File: config.mk
export PLATFORM = sky130hd
export DESIGN_NAME = vga_sync_recover
export DESIGN_NICKNAME = d
export VERILOG_FILES = /design/src/rtl/vga_sync_recover.sv
export SDC_FILE = /design/constraint.sdc
export NUM_CORES = 1
export LEC_CHECK = 0
export BUFFER_PORTS_ARGS = -buffer_cell sky130_fd_sc_hd__buf_4
export CORE_MARGIN = 2
export CORE_UTILIZATION = 58
export DETAILED_ROUTE_END_ITERATION = 10
export MAX_ROUTING_LAYER = met4
export PLACE_DENSITY = 0.83
export SLEW_MARGIN = 15
export SYNTH_ARGS = -nofsm -noshare
export SYNTH_HDL_FRONTEND = slang
export SYNTH_SLANG_ARGS = --single-unit
export TNS_END_PERCENT = 30
File: constraint.sdc
create_clock -name clk25m -period 2.9 [get_ports clk25m]
set_clock_uncertainty 0.1 [all_clocks]
set_input_delay 0.29 -clock clk25m [delete_from_list [all_inputs] [get_ports clk25m]]
set_output_delay 0.29 -clock clk25m [all_outputs]
set_load 0.02 [all_outputs]
File: src/rtl/vga_sync_recover.sv
// Rebuilds hcnt/vcnt from incoming active-low hsync/vsync, measures line length and tracks lock.
// Define VGA_IN_SYNC_EN to add a 2-flop synchronizer on both sync inputs (2 extra cycles latency).
module vga_sync_recover #(
  parameter int unsigned H_ACTIVE     = 640,
  parameter int unsigned H_SYNC_START = 656,
  parameter int unsigned H_TOTAL      = 800,
  parameter int unsigned V_ACTIVE     = 480,
  parameter int unsigned V_SYNC_START = 490,
  parameter int unsigned V_TOTAL      = 525,
  parameter int unsigned LOCK_LINES   = 4
) (
  input  logic        clk25m,
  input  logic        rst_n,
  input  logic        hsync_in,
  input  logic        vsync_in,
  output logic [9:0]  hcnt,
  output logic [9:0]  vcnt,
  output logic        active,
  output logic        locked,
  output logic [10:0] line_len,
  output logic        frame_start,
  output logic [7:0]  err_cnt
);

  localparam logic [9:0]  HLast     = 10'(H_TOTAL - 1);
  localparam logic [9:0]  HSync     = 10'(H_SYNC_START);
  localparam logic [9:0]  HAct      = 10'(H_ACTIVE);
  localparam logic [9:0]  VLast     = 10'(V_TOTAL - 1);
  localparam logic [9:0]  VSync     = 10'(V_SYNC_START);
  localparam logic [9:0]  VAct      = 10'(V_ACTIVE);
  localparam logic [10:0] HTot      = 11'(H_TOTAL);
  localparam logic [10:0] PerMax    = 11'h7ff;
  localparam logic [10:0] VtoLines  = 11'(2 * V_TOTAL);
  localparam logic [3:0]  LockLines = 4'(LOCK_LINES);

  typedef enum logic [1:0] {StSearch, StTrack, StLocked} state_e;

  state_e      state;
  logic        hs_s, vs_s;
  logic        hs_prev, vs_prev;
  logic [10:0] per_cnt;
  logic [10:0] wrap_cnt;
  logic [3:0]  good_cnt;
  logic        hs_fall, vs_fall, h_wrap;
  logic        good_line, bad_line, hsync_to, vsync_to, lose_lock;

`ifdef VGA_IN_SYNC_EN
  logic [1:0] hs_sync, vs_sync;

  always_ff @(posedge clk25m or negedge rst_n) begin
    if (!rst_n) begin
      hs_sync <= 2'b11;
      vs_sync <= 2'b11;
    end else begin
      hs_sync <= {hs_sync[0], hsync_in};
      vs_sync <= {vs_sync[0], vsync_in};
    end
  end

  assign hs_s = hs_sync[1];
  assign vs_s = vs_sync[1];
`else
  assign hs_s = hsync_in;
  assign vs_s = vsync_in;
`endif

  assign hs_fall   = hs_prev & ~hs_s;
  assign vs_fall   = vs_prev & ~vs_s;
  assign h_wrap    = (hcnt == HLast) & ~hs_fall;
  assign good_line = (per_cnt == HTot);
  assign bad_line  = hs_fall & ~good_line;
  assign hsync_to  = (per_cnt == PerMax);
  assign vsync_to  = (wrap_cnt >= VtoLines);
  assign lose_lock = (state == StLocked) & (bad_line | hsync_to | vsync_to);

  always_ff @(posedge clk25m or negedge rst_n) begin
    if (!rst_n) begin
      hs_prev  <= 1'b1;
      vs_prev  <= 1'b1;
      hcnt     <= '0;
      vcnt     <= '0;
      per_cnt  <= '0;
      line_len <= '0;
      wrap_cnt <= '0;
    end else begin
      hs_prev <= hs_s;
      vs_prev <= vs_s;

      if (hs_fall)            hcnt <= HSync;
      else if (hcnt == HLast) hcnt <= '0;
      else                    hcnt <= hcnt + 10'd1;

      // vsync fall wins over the end-of-line increment
      if (vs_fall)     vcnt <= VSync;
      else if (h_wrap) vcnt <= (vcnt == VLast) ? '0 : vcnt + 10'd1;

      if (hs_fall) begin
        per_cnt  <= 11'd1;
        line_len <= per_cnt;
      end else if (!hsync_to) begin
        per_cnt <= per_cnt + 11'd1;
      end

      if (vs_fall || state != StLocked) wrap_cnt <= '0;
      else if (h_wrap && !vsync_to)     wrap_cnt <= wrap_cnt + 11'd1;
    end
  end

  always_ff @(posedge clk25m or negedge rst_n) begin
    if (!rst_n) begin
      state       <= StSearch;
      good_cnt    <= '0;
      locked      <= 1'b0;
      err_cnt     <= '0;
      active      <= 1'b0;
      frame_start <= 1'b0;
    end else begin
      case (state)
        StSearch: begin
          if (hs_fall) begin
            state    <= StTrack;
            good_cnt <= '0;
          end
        end
        StTrack: begin
          if (hsync_to) begin
            state <= StSearch;
          end else begin
            if (hs_fall) begin
              if (!good_line)              good_cnt <= '0;
              else if (good_cnt != 4'hf)   good_cnt <= good_cnt + 4'd1;
            end
            if (vs_fall && good_cnt >= LockLines) begin
              state  <= StLocked;
              locked <= 1'b1;
            end
          end
        end
        StLocked: begin
          if (lose_lock) begin
            state  <= StSearch;
            locked <= 1'b0;
            if (err_cnt != 8'hff) err_cnt <= err_cnt + 8'd1;
          end
        end
        default: state <= StSearch;
      endcase

      // gated by lose_lock so neither output outlives locked
      active      <= locked & ~lose_lock & (hcnt < HAct) & (vcnt < VAct);
      frame_start <= locked & ~lose_lock & (hcnt == HLast) & (vcnt == VLast);
    end
  end

endmodule

==> impl_metrics.csv, run 1 <==
group,metric,value,unit
status,status,"finished clean",
finish,diodes,0,
cts,root_buffer,"clkbuf_8",
timing,period_share,83.1,%
cts,clk_latency,0.35,ns
cts,cts.sinks,72,
die,boundaryPins,46,
critical_path,cp-end-kind,"flop",
placed_design,place_congestion,0.886,
critical_path,cpMaxStageDelayCell,"a211oi_4",
drt,vias_per_cell,5.97,
timing,setup_violations,0,
cts,cts_buffer_depth,2,
drt,top_layer,"met4",
power_and_ir_drop,p_leak,1.90,nW
synth,synth_edf_count,0,
power_and_ir_drop,power_density,526,nW/um2
critical_path,crit_start,"per_cnt[0]",
critical_path,crit_chain,"inv_1, ha_1, nor4bb_1, nand3_1, a211oi_4, nor2_2, mux2_1",
critical_path,path_class,"flop to flop",
synth,synth_area,3620,um2
critical_path,cpPeakStageDelay,0.50,ns
cts,postCtsSetupBuffers,0,
synth,yosysSeqAreaShare,49.9,%
critical_path,cp-start-kind,"flop",
worst_hold_path,hold_class,"flop to flop",
critical_path,reg2reg_from,"per_cnt[0]",
finish,final_area,4230,um2
timing,hold_viol,0,
power_and_ir_drop,irDropWorstVdd,0.366,mV
die,die_h,83.0,um
die,die-area,6890,um2
die,start_util,60.4,%
drt,dr.pass1.iters,5,
synth,synthDistinctLibCells,58,
grt,grt_max_degree,73,
critical_path,endpoint,"err_cnt[1]",
critical_path,rrSetupSlack,0.49,ns
die,rows,28,
timing,rsz0062_at_grt,"no",
cts,cts_max_level,3,
critical_path,cp_top_family,"simple AND/OR/NAND/NOR gates",
critical_path,crit_arrival,2.54,ns
grt,globalRouteOverflowTotal,0,
critical_path,reg2reg_depth,7,
finish,fin_util,70.7,%
drt,wl_per_cell,15.6,um
cts,clk_pin_slew_worst_paths,0.08,ns
synth,syn_area_per_cell,9.81,um2
drt,wl_met1,3400,um
placed_design,placed_cell_area,4010,um2
drt,wl_met3,418,um
drt,wl_met2,3810,um
synth,synth-seq-cells,72,
placed_design,portBuffers,45,
grt,antenna_found_initial,0,
timing,tightest_slew,0.905,ns
critical_path,rr_endpoint,"err_cnt[1]",
timing,fmax,415,MHz
critical_path,critPathBufInv,1,
timing,hold-worst-slack,0.390,ns
grt,grt_pass1_wl,13300,um
synth,ys.flop_type,"dfrtp_1",
job,cap_violations,0,
critical_path,cp.depth,7,
timing,maxSlewViolCount,0,
synth,synthCells,369,
drt,drtAntennaViolNets,0,
cts,cts_tree,"yes",
die,core,5990,um2
cts,cts_resized,0,
drt,totalWireLength,7790,um
drt,drcViolationCount,0,
drt,vias,2985,
finish,drive_gt1_share,19.5,%
timing,relSlewSlack,39.7,%
synth,async_reset_ff_share,100,%
synth,yosys_warnings,0,
drt,drt-initial-drc-count,190,
grt,grt_pass1_vias,2813,
finish,nets,433,
placed_design,place_hpwl,5250,um
grt,grtUsageTotal,24.1,%
critical_path,cp.required,3.03,ns
timing,tns,0,ns
critical_path,crit_path_max_fanout,9,
timing,period_needed,2.41,ns
synth,synth_fp_nets,382,
finish,area_growth,17.0,%
die,die_w,83.0,um
cts,cts_buffers,9,
==> area by class of cell <==
cell class / count / area, um2
clock inverter: 4 / 27.5
timing repair buffer: 51 / 390
sequential: 72 / 1800
fill: 460 / 1760
tap: 75 / 93.8
multi-input combinational: 279 / 1730
clock buffer: 12 / 165
inverter: 7 / 26.3
==> placed cells by master, fill, tap and decap left out, types with 2 or more instances in the layout <==
cell type | Yosys | routed
a21o_1 | 2 | 2
inv_1 | 7 | 7
dfrtp_1 | 70 | 70
nor4bb_1 | 2 | 2
nand3_1 | 21 | 21
and2_1 | 4 | 4
o21ai_0 | 20 | 20
a21oi_1 | 9 | 9
ha_1 | 9 | 9
nand3b_1 | 3 | 3
and3_1 | 10 | 10
a41oi_1 | 2 | 2
nand4_1 | 8 | 8
xnor2_1 | 16 | 16
clkbuf_8 | 0 | 12
nor4_1 | 5 | 5
and4_1 | 2 | 2
dfstp_2 | 2 | 2
nor2_1 | 38 | 38
o21ai_1 | 3 | 3
xor2_1 | 14 | 14
nand2b_1 | 3 | 3
dlygate4sd3_1 | 0 | 3
nor4_2 | 5 | 5
clkinvlp_4 | 0 | 3
nor2_2 | 3 | 3
buf_4 | 1 | 48
nand2_1 | 57 | 57
nor2b_1 | 4 | 4
nor3_1 | 8 | 8
nor3b_1 | 2 | 2
a31oi_1 | 3 | 3
==> timing repair <==
item,4_1_cts,5_1_grt
endpoints found under the hold margin,8,0
hold buffers,3,0
endpoints found under the setup margin,0,0
==> routing by layer <==
layer,up-vias,track usage [%]
li1,1398,-
met1,1457,31.7
met2,115,37.8
met3,15,4.67
met4,0,8.49
met5,-,-
==> state kept, by name, summed over array words and instances (netlist names) <==
| name | flops |
|---|---|
| frame_start | 1 |
| locked | 1 |
| vcnt | 10 |
| vs_prev | 1 |
| good_cnt | 4 |
| active | 1 |
| hs_prev | 1 |
| per_cnt | 11 |
| line_len | 11 |
| wrap_cnt | 11 |
| hcnt | 10 |
| err_cnt | 8 |
| state | 2 |
==> synth_stat cells (3+ instances only) <==
cell type	instances	area (um2)
xor2_1	14	123
a21oi_1	9	45.0
clkbuf_1	7	26.3
and2_1	4	25.0
nor4_2	5	62.6
ha_1	9	113
dfrtp_1	70	1750
nor4_1	5	31.3
nand3_1	21	105
inv_1	7	26.3
nor2_2	3	18.8
o21ai_0	20	100
nor3_1	8	40.0
a31oi_1	3	18.8
and3_1	10	62.6
nor2b_1	4	25.0
nand4_1	8	50.1
nor2_1	38	143
nand2b_1	3	18.8
o21ai_1	3	15.0
nand3b_1	3	22.5
nand2_1	57	214
xnor2_1	16	140
==> worst min path at each step <==
stage | startpoint | end | slack [ns] | depth (start not counted)
floorplan | rst_n | active | -0.11 | 0
global placement | vsync_in | vs_prev | 0.31 | 1
detailed placement | vsync_in | vs_prev | 0.32 | 1
CTS | line_len[2] | line_len[2] | 0.39 | 2
global route | line_len[6] | line_len[6] | 0.42 | 2
finish | line_len[3] | line_len[3] | 0.39 | 2
==> where the power goes <==
group | switching, mW | leakage, nW | total (mW) | internal, mW
clock | 0.378 | 0.0906 | 0.757 | 0.379
combinational | 0.183 | 0.874 | 0.310 | 0.127
sequential | 0.0839 | 0.931 | 1.16 | 1.08
==> kinds of logic after synthesis <==
group	count (synthesis)	synth area share (%)
compound gates	51	9.03
xor+xnor	30	7.26
fa+ha+maj	9	3.11
buf+inv	18	2.42
flops	72	49.9
mux	1	0.311
simple gates	188	28.0
==> through the flow <==
stage	instances	power (mW)	worst slack, ns
6_report	500	2.23	0.489
5_1_grt	500	2.34	0.306
4_1_cts	500	2.24	0.486
3_5_place_dp	481	1.48	0.512
3_3_place_gp	481	1.47	0.616
2_1_floorplan	369	1.34	0.566
==> worst register-to-register path, delay by kind of cell (launching register included) <==
kind                       cells  cell delay, ns
adders and majority gates      1            0.17
muxes                          1            0.32
DFF                            1            0.40
and+or+nand+nor                3            0.71
buffers and inverters          1            0.11
AOI/OAI and AO/OA              1            0.50
No activity file was read; power rests on OpenSTA's default activity.
==> run 2, diff against run 1 <==
Settings changed: CORE_UTILIZATION 58 to 52, PLACE_DENSITY 0.83 to 0.79.
Clock period 2.9 ns to 2.04 ns, I/O delays scaled along.
==> impl_metrics.csv, run 2 (synthesis gave the netlist of run 1 again) <==
group,metric,value,unit
critical_path,cp.required,2.17,ns
timing,fin_ws,-0.158,ns
drt,drcViolationCount,0,
critical_path,path_class,"flop to flop",
timing,tns,-1.56,ns
power_and_ir_drop,pwr-share-comb,19.1,%
power_and_ir_drop,p_leak,2.22,nW
finish,layout_common_cells,"buf_4 (104), dfrtp_1 (66), nand2_1 (57)",
finish,final_area,4850,um2
power_and_ir_drop,seqPwrFrac,45.4,%
drt,drt-initial-drc-count,231,
cts,clk_latency,0.35,ns
grt,grtUsageTotal,25.9,%
cts,cts.sinks,72,
cts,root_buffer,"clkbuf_8",
job,cap_violations,0,
power_and_ir_drop,power_density,728,nW/um2
critical_path,cp-end-kind,"flop",
die,rows,30,
power_and_ir_drop,internal_power,2.55,mW
cts,cts_buffers,9,
timing,rsz0062_at_grt,"yes",
die,die-area,7640,um2
drt,dr.pass1.iters,4,
grt,grt_max_degree,44,
timing,relSlewSlack,58.4,%
cts,cts_tree,"yes",
die,boundaryPins,46,
timing,fmax,455,MHz
finish,drive_gt1_share,33.0,%
placed_design,dp.cells,540,
finish,area_growth,34.1,%
die,die_w,87.4,um
cts,cts_buffer_depth,2,
timing,tightest_slew,0.620,ns
finish,largest_registers,"line_len (11), per_cnt (11), wrap_cnt (11)",
drt,totalWireLength,9150,um
status,status,"complete, but fails checks",
finish,mostFrequentLayoutCell,"buf_4",
cts,clk_pin_slew_worst_paths,0.07,ns
die,start_util,53.6,%
placed_design,dp_slack,-0.250,ns
grt,grt_pass1_vias,3203,
cts,cts_max_level,3,
die,core,6760,um2
timing,setup_violations,19,
drt,drtAntennaViolNets,0,
drt,wl_per_cell,16.2,um
power_and_ir_drop,p_sw,981,uW
grt,antenna_found_initial,0,
power_and_ir_drop,switching_share,27.7,%
placed_design,portBuffers,45,
timing,period_needed,2.20,ns
power_and_ir_drop,irDropWorstVdd,0.614,mV
critical_path,cp-start-kind,"flop",
finish,diodes,0,
timing,maxSlewViolCount,0,
placed_design,place_congestion,0.894,
timing,period_share,108,%
finish,nets,493,
drt,vias,3224,
status,violations,"setup timing",
finish,final_cells,565,
worst_hold_path,hold_class,"primary input to asynchronous set/reset pin",
placed_design,placed_cell_area,4450,um2
grt,globalRouteOverflowTotal,0,
critical_path,crit_path_max_fanout,11,
critical_path,crit_arrival,2.32,ns
finish,fillers,482,
power_and_ir_drop,fin_total_pwr,3.53,mW
placed_design,place_hpwl,6230,um
power_and_ir_drop,clockPowerShare,35.5,%
die,die_h,87.4,um
drt,vias_per_cell,5.71,
grt,grt_pass1_wl,14800,um
timing,hold_viol,0,
==> run 2: final timing paths <==
path                             start  slack (ns)           to  cells after the start
max                        wrap_cnt[7]       -0.16  wrap_cnt[8]                      6
min                              rst_n        0.28      hcnt[3]                      2
max reg2reg                wrap_cnt[7]       -0.16  wrap_cnt[8]                      6
min reg2reg                line_len[8]        0.38  line_len[8]                      2
max in group asynchronous        rst_n        0.95      vs_prev                      3
min in group clk25m        line_len[8]        0.38  line_len[8]                      2
==> run 2: critical path: stages (launching register included) <==
cell and delay (ns):
dfrtp_1 0.39, or4_1 0.54, o31a_1 0.31, buf_6 0.19, nor4_4 0.33, xnor2_1 0.17
nor2_1 0.05
==> run 2: metrics by stage <==
step           util (%)  hold WS [ns]
2_1_floorplan         -        -0.192
3_5_place_dp       65.8         0.130
5_1_grt            71.8         0.338
4_1_cts            70.8         0.303
3_3_place_gp       65.8         0.119
6_report           71.8         0.282
==> run 2: metal layers <==
layer  track usage, %  vias to the layer above  wire [um]
met5                -                        -          0
met4             10.6                        0        221
met3             4.64                       20        348
met2             44.0                       90       4810
met1             30.1                     1589       3780
li1                 -                     1525          -
==> run 2: cell type report <==
| cell class | instances | area [um2] | area share [%] |
|---|---|---|---|
| clock inverter | 6 | 82.6 | 1.70 |
| clock buffer | 10 | 138 | 2.84 |
| timing repair buffer | 111 | 856 | 17.6 |
| sequential | 72 | 1810 | 37.3 |
| inverter | 7 | 26.3 | 0.541 |
| multi-input combinational | 279 | 1840 | 37.9 |
| tap | 80 | 100 | 2.06 |
==> run 2: what timing repair did <==
item                       4_1_cts  5_1_grt
setup buffers                    3        3
setup endpoints to repair       24       33
pin swaps                        6        6
hold endpoints to repair        41        0
hold buffers                     3        0
resized for setup               15        8
==> run 2: power groups by stage <==
stage	combinational (mW)	sequential (mW)	clock [mW]
3_3_place_gp	0.626	1.62	0
3_5_place_dp	0.642	1.63	0
6_report	0.675	1.60	1.26
2_1_floorplan	0.190	1.73	0
4_1_cts	0.666	1.60	1.27
5_1_grt	0.734	1.62	1.33
==> run 3, diff against run 2 <==
Settings changed: PLACE_DENSITY 0.79 to 0.76.
==> impl_metrics.csv, run 3 (synthesis gave the netlist of run 1 again) <==
group,metric,value,unit
critical_path,cpPeakStageDelay,0.51,ns
die,rows,30,
critical_path,crit_chain,"or4_1, o31a_1, a211oi_4, buf_6, nor2_4, mux2_4",
cts,cts_buffer_depth,2,
timing,setup_violations,24,
cts,cts.sinks,72,
drt,wl_per_cell,15.8,um
placed_design,place_hpwl,6110,um
timing,hold-worst-slack,0.206,ns
die,start_util,53.6,%
drt,drcViolationCount,0,
die,die_h,87.4,um
grt,grtUsageTotal,25.3,%
timing,hold_viol,0,
critical_path,path_class,"flop to flop",
grt,grt_max_degree,46,
critical_path,cpMaxStageDelayCell,"or4_1",
timing,period_needed,2.18,ns
die,die_w,87.4,um
die,core,6760,um2
cts,root_buffer,"clkbuf_8",
power_and_ir_drop,power_density,716,nW/um2
finish,final_area,4920,um2
critical_path,cp-start-kind,"flop",
placed_design,placed_cell_area,4480,um2
worst_hold_path,hold_class,"primary input to asynchronous set/reset pin",
timing,fmax,459,MHz
placed_design,place_congestion,0.916,
finish,drive_gt1_share,32.6,%
grt,grt_pass1_vias,3170,
critical_path,reg2reg_depth,6,
critical_path,crit_path_max_fanout,7,
timing,fin_ws,-0.136,ns
critical_path,rrSetupSlack,-0.14,ns
grt,antenna_found_initial,0,
grt,grt_pass1_wl,14800,um
critical_path,crit_arrival,2.31,ns
critical_path,cp-end-kind,"flop",
finish,area_growth,36.0,%
drt,vias,3174,
cts,cts_tree,"yes",
timing,rsz0062_at_grt,"yes",
die,die-area,7640,um2
placed_design,dp_slack,-0.185,ns
critical_path,cp.required,2.17,ns
finish,diodes,0,
drt,vias_per_cell,5.63,
finish,largest_registers,"line_len (11), per_cnt (11), wrap_cnt (11)",
timing,tns,-1.30,ns
drt,drt-initial-drc-count,174,
drt,dr.pass1.iters,4,
cts,cts_buffers,9,
cts,clk_latency,0.35,ns
cts,clk_pin_slew_worst_paths,0.07,ns
drt,drtAntennaViolNets,0,
timing,relSlewSlack,49.3,%
critical_path,rr_endpoint,"err_cnt[1]",
status,violations,"setup timing",
finish,layout_common_cells,"buf_4 (100), dfrtp_1 (66), nand2_1 (57)",
grt,globalRouteOverflowTotal,0,
power_and_ir_drop,irDropWorstVdd,0.583,mV
critical_path,reg2reg_from,"wrap_cnt[7]",
power_and_ir_drop,p_leak,2.23,nW
timing,maxSlewViolCount,0,
die,boundaryPins,46,
timing,period_share,107,%
placed_design,portBuffers,45,
finish,mostFrequentLayoutCell,"buf_4",
finish,fin_util,72.8,%
timing,tightest_slew,0.760,ns
job,cap_violations,0,
drt,totalWireLength,8890,um
status,status,"complete, but fails checks",
cts,cts_max_level,3,
finish,nets,492,
==> run 3: changes by cell type in the layout (fill, tap and decap cells not counted), sizes merged <==
| cell | change |
|---|---|
| clkinv | -2 |
| clkinvlp | -1 |
| clkbuf | +3 |
| buf | -2 |
| or4 | +1 |
==> run 3: worst max-delay path: cells and delay by family (launching register included) <==
family	cells	cell delay, ns
muxes	1	0.31
DFF	1	0.38
AOI/OAI and AO/OA	2	0.55
buffers and inverters	1	0.16
and+or+nand+nor	2	0.56
==> run 3: area by class of cell <==
| type | instances | area, um2 |
|---|---|---|
| Multi-Input combinational cell | 280 | 1900 |
| Clock buffer | 13 | 149 |
| Clock inverter | 3 | 65.1 |
| Tap cell | 80 | 100 |
| Sequential cell | 72 | 1810 |
| Inverter | 7 | 26.3 |
| Timing Repair Buffer | 109 | 870 |
| Fill cell | 479 | 1840 |
==> run 3: through the flow <==
stage	std cells	power (mW)
6_report	564	3.52
5_1_grt	564	3.67
4_1_cts	563	3.52
3_5_place_dp	541	2.27
3_3_place_gp	541	2.25
2_1_floorplan	369	1.92
==> run 3: worst max-delay path by stage <==
stage                     start      endpoint  cells after the start
finish              wrap_cnt[7]    err_cnt[1]                      6
global route        wrap_cnt[7]  wrap_cnt[10]                      6
global placement     per_cnt[0]    err_cnt[1]                      8
detailed placement   per_cnt[0]    err_cnt[1]                      8
CTS                     hcnt[6]   wrap_cnt[4]                      5
floorplan               hcnt[0]   wrap_cnt[2]                      8
==> run 3: timing repair <==
item / in CTS / in global routing
hold endpoints to repair: 29 / 0
gates cloned: 1 / 0
buffers inserted: 2 / 1
setup endpoints to repair: 27 / 36
resized for setup: 18 / 16
hold buffers: 3 / 0
pin swaps: 16 / 5
==> run 3: power by group <==
part / internal, mW / switching, mW / total, mW
clock network: 0.723 / 0.530 / 1.25
logic: 0.308 / 0.359 / 0.668
registers: 1.53 / 0.0717 / 1.60
==> run 3: metal layers <==
metal  vias up  track usage [%]  wire length, um  share of wire (%)
met4         0             6.71              108                1.2
met3        14             5.50              390                4.4
met5         -                -                0                  0
li1       1517                -                -                  -
met1      1560             32.6             3940                 44
met2        83             40.7             4450                 50
